File: config.mk
export PLATFORM = sky130hd
export DESIGN_NAME = secded_mem_engine
export DESIGN_NICKNAME = d
export VERILOG_FILES = /design/src/rtl/secded_mem_engine.sv
export SDC_FILE = /design/constraint.sdc
export NUM_CORES = 1
export LEC_CHECK = 0
export ABC_AREA = 1
export BUFFER_PORTS_ARGS = -buffer_cell sky130_fd_sc_hd__buf_2
export CAP_MARGIN = 0
export CORE_MARGIN = 3
export CORE_UTILIZATION = 40
export CTS_CLUSTER_DIAMETER = 120
export CTS_CLUSTER_SIZE = 12
export DETAILED_ROUTE_END_ITERATION = 6
export MAX_ROUTING_LAYER = met4
export SLEW_MARGIN = 20
export SYNTH_ARGS = -nofsm -noshare
export SYNTH_HDL_FRONTEND = slang
export SYNTH_SLANG_ARGS = --single-unit
File: constraint.sdc
create_clock -name clk -period 2.4 [get_ports clk]
set_input_delay 0.24 -clock clk [delete_from_list [all_inputs] [get_ports clk]]
set_output_delay 0.24 -clock clk [all_outputs]
set_load 0.03 [all_outputs]
File: src/rtl/secded_mem_engine.sv
// Memory-walking Hamming SECDED (16,11) encode/decode engine on a byte-wide data-memory port.
// Optional build macro SECDED_ERR_CNT_EN enables the single/double error counters.
module secded_mem_engine #(
   parameter int NUM_MSGS = 15,
   parameter int SRC_BASE = 0,
   parameter int DST_BASE = 30,
   parameter int ADDR_W   = 8
) (
   input  logic              clk,
   input  logic              rst_n,
   input  logic              req,
   input  logic              mode,
   output logic              done,
   output logic              busy,
   output logic [ADDR_W-1:0] mem_addr,
   output logic              mem_rd_en,
   input  logic [7:0]        mem_rdata,
   output logic              mem_wr_en,
   output logic [7:0]        mem_wdata,
   output logic [7:0]        err_single_cnt,
   output logic [7:0]        err_double_cnt
);

   typedef enum logic [2:0] {
      S_IDLE, S_RD_LO, S_RD_HI, S_CAP, S_WR_LO, S_WR_HI, S_DONE
   } state_t;

   localparam logic [6:0] LAST_IDX = 7'(NUM_MSGS - 1);

   state_t            state, state_nx;
   logic [6:0]        idx;
   logic              mode_q;
   logic [7:0]        lo_q;
   logic [15:0]       res_q;
   logic              accept;
   logic [ADDR_W-1:0] off, src_lo, dst_lo;
   logic [10:0]       din;
   logic [15:0]       enc, cw, corr, dec;
   logic [3:0]        syn;
   logic              par, is_single, is_double;

   assign accept = req && (state == S_IDLE || state == S_DONE);
   assign off    = ADDR_W'({idx, 1'b0});
   assign src_lo = ADDR_W'(SRC_BASE) + off;
   assign dst_lo = ADDR_W'(DST_BASE) + off;

   // Result is computed from the captured low byte and the high byte arriving in CAP.
   always_comb begin
      din = {mem_rdata[2:0], lo_q};
      enc = '0;
      enc[15:9] = din[10:4];
      enc[7:5]  = din[3:1];
      enc[3]    = din[0];
      enc[1] = ^{enc[3], enc[5], enc[7], enc[9], enc[11], enc[13], enc[15]};
      enc[2] = ^{enc[3], enc[6], enc[7], enc[10], enc[11], enc[14], enc[15]};
      enc[4] = ^{enc[7:5], enc[15:12]};
      enc[8] = ^enc[15:9];
      enc[0] = ^enc[15:1];

      cw     = {mem_rdata, lo_q};
      syn[0] = ^{cw[1], cw[3], cw[5], cw[7], cw[9], cw[11], cw[13], cw[15]};
      syn[1] = ^{cw[2], cw[3], cw[6], cw[7], cw[10], cw[11], cw[14], cw[15]};
      syn[2] = ^{cw[7:4], cw[15:12]};
      syn[3] = ^cw[15:8];
      par    = ^cw;
      is_single = par;
      is_double = !par && (syn != 4'd0);
      corr = cw;
      if (par && syn != 4'd0) corr[syn] = ~corr[syn];
      dec = {is_double, is_single, 3'b000, corr[15:9], corr[7:5], corr[3]};
   end

   always_ff @(posedge clk or negedge rst_n) begin
      if (!rst_n) state <= S_IDLE;
      else        state <= state_nx;
   end

   always_comb begin
      state_nx  = state;
      mem_addr  = '0;
      mem_rd_en = 1'b0;
      mem_wr_en = 1'b0;
      mem_wdata = '0;
      done      = 1'b0;
      busy      = 1'b0;
      case (state)
         S_IDLE:  if (accept) state_nx = S_RD_LO;
         S_RD_LO: begin
            busy = 1'b1; mem_rd_en = 1'b1; mem_addr = src_lo;
            state_nx = S_RD_HI;
         end
         S_RD_HI: begin
            busy = 1'b1; mem_rd_en = 1'b1; mem_addr = src_lo + ADDR_W'(1);
            state_nx = S_CAP;
         end
         S_CAP: begin
            busy = 1'b1;
            state_nx = S_WR_LO;
         end
         S_WR_LO: begin
            busy = 1'b1; mem_wr_en = 1'b1; mem_addr = dst_lo; mem_wdata = res_q[7:0];
            state_nx = S_WR_HI;
         end
         S_WR_HI: begin
            busy = 1'b1; mem_wr_en = 1'b1; mem_addr = dst_lo + ADDR_W'(1);
            mem_wdata = res_q[15:8];
            state_nx = (idx == LAST_IDX) ? S_DONE : S_RD_LO;
         end
         S_DONE: begin
            done = 1'b1;
            if (accept) state_nx = S_RD_LO;
         end
         default: state_nx = S_IDLE;
      endcase
   end

   always_ff @(posedge clk or negedge rst_n) begin
      if (!rst_n) begin
         idx    <= '0;
         mode_q <= 1'b0;
         lo_q   <= '0;
         res_q  <= '0;
      end else if (accept) begin
         idx    <= '0;
         mode_q <= mode;
      end else begin
         case (state)
            S_RD_HI: lo_q  <= mem_rdata;
            S_CAP:   res_q <= mode_q ? dec : enc;
            S_WR_HI: if (idx != LAST_IDX) idx <= idx + 7'd1;
            default: ;
         endcase
      end
   end

`ifdef SECDED_ERR_CNT_EN
   logic [7:0] single_q, double_q;

   always_ff @(posedge clk or negedge rst_n) begin
      if (!rst_n) begin
         single_q <= '0;
         double_q <= '0;
      end else if (accept) begin
         single_q <= '0;
         double_q <= '0;
      end else if (state == S_CAP && mode_q) begin
         if (is_single && single_q != 8'hFF) single_q <= single_q + 8'd1;
         if (is_double && double_q != 8'hFF) double_q <= double_q + 8'd1;
      end
   end

   assign err_single_cnt = single_q;
   assign err_double_cnt = double_q;
`else
   assign err_single_cnt = '0;
   assign err_double_cnt = '0;
`endif

endmodule
# Word level (Yosys, flattened, before mapping)
# Index checks and enable logic that the tools add are counted.
# word_totals
regBits	35
out_inout_bits	36
memories	0
mem_bits_ro	0
latchBits	0
ramBits	0
# classes
reduce_logical	27
div_mod_pow	0
multipliers	0
eq_ne	9
n_shift	0
bitwise	2
n_lt_le_gt_ge	2
addsub	4
n_mux	19
# op_table
operator	count
$mux W16	2
$pmux W8 S4	1
$reduce_xor A8 Y1	4
$reduce_xor A7 Y1	4
$mux W7	3
$pmux W3 S6	1
$add A8 B1 Y8 const B	2
$bwmux W16	1
$pmux W8 S2	1
$reduce_xor A16 Y1	1
$reduce_xor A15 Y1	1
$eq A3 B3 Y1 const B	3
$add A5 B8 Y8 const A	1
$add A7 B1 Y7 const B	1
$eq A7 B4 Y1 const B	1
$ne A7 B4 Y1 const B	1
$eq A3 B2 Y1 const B	2
$mux W1	6
$mux W3	2
$reduce_and A2 Y1	3
$reduce_or A2 Y1	3
$lt A4 B5 Y1 const B	1
$reduce_or A5 Y1	1
$bmux W1 S4	1
11 further kinds	16

# Logic depth before layout (Yosys ltp)
# logic_depth
ltp_word	8
depth_mapped	20
ltp_nobuf	18

# Least setup slack after synthesis
# OpenSTA, ideal clock, no wires.
# synth_path
path_kind	register to output
startpoint	register state[0]
endpoint	output port mem_addr[4]
t_arrival_ns	1.901
path_stages_with_launch	7
n_path_buf	0
setup_slack_ns	0.259
cell_sequence	dfrtp_1 -> nor2_1 -> nor2_1 -> inv_1 -> nor2_1 -> inv_1 -> o22ai_1
# synth_between
elab_chain_cells	2
word_cells_on_any_way	5
cone_classes	eq/ne: 4; mux: 1
# synth_rtl
element	line_no	rtl
start, declared	30	state_t state, state_nx;
start signal, assigned	75	else state <= state_nx;
$eq A3 B3 Y1 (tied with other cells)	86	case (state)
$pmux W8 S4 (*)	86	
end, declared	15	output logic [ADDR_W-1:0] mem_addr,
# Every way passes the cells marked *; elsewhere a longest branch is shown, timed or not.

# Final worst setup path
# layout_path
startpoint	register lo_q[1]
endpoint	register res_q[0]
# layout_between
elab_chain_cells	8
word_cells_on_any_way	18
cone_classes	order compare: 2; mux: 7; bitwise: 1; reduce/logical: 8
# layout_rtl
element	line_no	rtl
start, declared	33	logic [7:0] lo_q;
start signal, assigned	128	S_RD_HI: lo_q <= mem_rdata;
$reduce_xor A8 Y1	61	syn[0] = ^{cw[1], cw[3], cw[5], cw[7], cw[9], cw[11], cw[13], cw[15]};
$lt A4 B5 Y1 (implied by the code) or $ge A4 B1 Y1 (tied branches)	69	if (par && syn != 4'd0) corr[syn] = ~corr[syn];
$logic_and A1 B1 Y1 (implied by the code)	69	
$mux W1 (implied by the code)	69	
$demux W1 S4	69	
$bwmux W16	69	
$mux W16	69	
$mux W16 (*)	129	S_CAP: res_q <= mode_q ? dec : enc;
end signal, assigned	129	
end, declared	34	logic [15:0] res_q;
# Every way passes the cells marked *; elsewhere a longest branch is shown, timed or not. The select of a mux whose other input is x is not followed.
# A chain may end at the register's enable or synchronous reset.

==> impl_metrics.json <==
{
  "hold_viol": 0,
  "first_pass_iters": 5,
  "p_leak_nw": 1.94,
  "netlist_instances": 504,
  "ant_nets": 0,
  "path_cells": "inv_2, nand2_1, nand2_1, nand2_1, nand2_4, inv_4, nand2_4, nand2_4, nand2_1, nand2_1, nand2_1, nand2_1, nand2_1, nand2_1, nor2_2, buf_6, nand2_1, nand2_1, a21oi_1",
  "place_hpwl_mm": 6.92,
  "cts_tree": "built",
  "final_cell_mix": "139 x nand2_1, 45 x inv_1, 34 x nand2_2, 34 x dfrtp_1",
  "power_frac_comb_pct": 73.6,
  "cp-start-kind": "register",
  "cpPeakStageDelay_ns": 0.43,
  "synth_top_area_share_pct": 26.3,
  "synth_seq_area_share_pct": 26.3,
  "synth_edf_count": 0,
  "worst-setup-path-type": "register to register",
  "gr-max-usage-layer": "met2",
  "die_h_um": 97.2,
  "initialDrtViolationCount": 193,
  "clk_pin_slew_ns": 0.08,
  "routed_wl_mm": 8.70,
  "final_util_pct": 46.5,
  "slew_headroom_pct": 46.0,
  "fin_setup_tns_ns": 0,
  "chipWidth_um": 97.2,
  "grt_pass1_wl_mm": 14.8,
  "cts_max_level": 2,
  "fmax_mhz": 466,
  "ys_top_cells_by_area": "dfrtp_1 26%, nand2_1 16%, nand2_2 6.4%, inv_1 5.1%, o21ai_0 4.4%",
  "hold_ws_ns": 0.0311,
  "post-synth-top-area-cell": "dfrtp_1",
  "drive_gt1_share_pct": 25.5,
  "place.gp.congestion": 0.907,
  "fin_crit_ns": 2.15,
  "seq_power_share_pct": 18.1,
  "final_common_cell": "nand2_1",
  "crit_slowest_cell": "dfrtp_1",
  "power_switching_w": 0.00334,
  "cp_max_fo": 11,
  "met1_usage_pct": 26.9,
  "die-area_mm2": 0.00945,
  "cts_root_buffer": "clkbuf_8",
  "crit_path_frequent_cell": "nand2_1",
  "cts.sinks": 35,
  "drt-vias-per-instance": 5.00,
  "yosys_warnings": 0,
  "avgRoutedWirePerCell_um": 13.5,
  "start_util_pct": 42.2,
  "drc": 0,
  "cts_max_path_buffers": 2,
  "cp.required_ns": 2.58,
  "synth_cell_types": 34,
  "grtUsageMet3_pct": 3.02,
  "cap_violations": 0,
  "ys_ff_latch": 35,
  "hp-class": "primary input to asynchronous set/reset pin",
  "cts_hold_buf": 0,
  "place_ws_ns": 0.0653,
  "clock_power_share_pct": 8.3,
  "yosys_most_used_dff": "dfrtp_1",
  "syn_area_mm2": 0.00333,
  "tightestPinTransition_ns": 0.810,
  "clock_latency_ns": 0.29,
  "p_sw_share_pct": 56.7,
  "grtUsageTotal_pct": 19.6,
  "timing.rr.start": "lo_q[1]",
  "vias": 3213,
  "overflow": 0,
  "core_area_mm2": 0.00789,
  "grt_util_met2_pct": 28.9,
  "finalCritPeriodShare_pct": 89.5,
  "setup-violations-final": 0,
  "worstPathArrival_ns": 2.33,
  "clock_skew_ns": 0.00822,
  "async_flop_share_pct": 100,
  "boundaryPins": 48,
  "startpoint": "lo_q[1]",
  "status": "finished clean",
  "num_rows": 32,
  "grt_max_degree": 36,
  "diodes": 0,
  "numCtsBuffers": 5,
  "rsz0062_at_grt": "no",
  "slew_viol_final": 0,
  "port_buffers": 31,
  "area_delta_synth_final_pct": 10.3,
  "powerDensity_mw_per_mm2": 1610,
  "synth_area_per_cell_um2": 6.60,
  "setup_slack_ns": 0.252,
  "cp-end-kind": "register",
  "antenna_found_initial": 0,
  "internal-power_w": 0.00255,
  "ir_drop_mv": 0.545,
  "nets": 555,
  "grt_pass1_vias": 3050
}
-- critical path: cells and delay by family, from the launching register on --
| kind | cells | cell delay, ns |
|---|---|---|
| compound gates | 1 | 0.07 |
| buf+inv | 3 | 0.37 |
| flops | 1 | 0.43 |
| simple gates | 15 | 1.17 |
-- per-stage QoR --
stage,instance area (um^2),std cells,total power (W)
after floorplan,3380,519,0.00452
after global routing,3670,643,0.00648
after detailed placement,3540,633,0.00533
final,3670,643,0.00589
after CTS,3640,641,0.00585
after global placement,3540,633,0.00532
-- flip-flops by register name, summed over array words and instances (netlist names) --
signal  count
idx         7
state       3
lo_q        8
res_q      16
mode_q      1
-- power by group through the flow --
stage,Combinational [W],Clock [W],Sequential (W)
after global routing,0.00486,0.000528,0.00110
after global placement,0.00424,0,0.00108
final,0.00434,0.000490,0.00107
after detailed placement,0.00425,0,0.00108
after CTS,0.00427,0.000502,0.00107
after floorplan,0.00352,0,0.00100
-- per-layer routing --
layer	share of wire [%]	routed length [um]
met1	50	4360
met2	42	3680
met3	5.0	434
met4	2.5	214
met5	0	0
-- worst paths after layout --
kind                             end  slack (ns)  cells past startpoint
setup / recovery            res_q[0]        0.25                     19
hold / removal              state[0]        0.03                      1
setup reg to reg            res_q[0]        0.25                     19
hold reg to reg            res_q[15]        0.50                      2
max in group asynchronous    lo_q[5]        1.80                      1
min in group clk              mode_q        0.17                      3
-- logic make-up after synthesis --
| family | count (synthesis) | synth area share, % |
|---|---|---|
| xor gates and xnor gates | 26 | 6.84 |
| DFF | 35 | 26.3 |
| other | 1 | 0.113 |
| buffers and inverters | 98 | 14.0 |
| and+or+nand+nor | 265 | 38.1 |
| AOI/OAI and AO/OA | 76 | 13.5 |
| adders and majority gates | 3 | 1.13 |
-- what timing repair did --
item / CTS / global route
setup endpoints to repair: 0 / 11
resized for setup: 0 / 3
buffers inserted: 0 / 2
-- synth_stat cells, types with 2 or more instances --
master	number
buf_6	2
xnor2_1	13
nand2_2	34
inv_2	19
nand3_1	27
nor2_1	31
a32o_1	4
buf_4	19
nand2_4	9
nand4_1	12
clkbuf_1	6
xor2_1	13
o21ai_0	29
nor3_1	2
dfrtp_1	35
a21oi_1	24
a21oi_2	10
nor2_2	6
inv_4	4
inv_1	45
nand2_1	139
ha_1	3
o22ai_1	7
-- area by class of cell --
| class | instances | area (um^2) |
|---|---|---|
| clock inverter | 1 | 7.51 |
| sequential | 35 | 877 |
| clock buffer | 7 | 96.3 |
| multi-input combinational | 386 | 2040 |
| timing repair buffer | 42 | 241 |
| fill | 845 | 4220 |
| tap | 102 | 128 |
| inverter | 70 | 274 |
No activity file was read; power rests on OpenSTA's default activity.
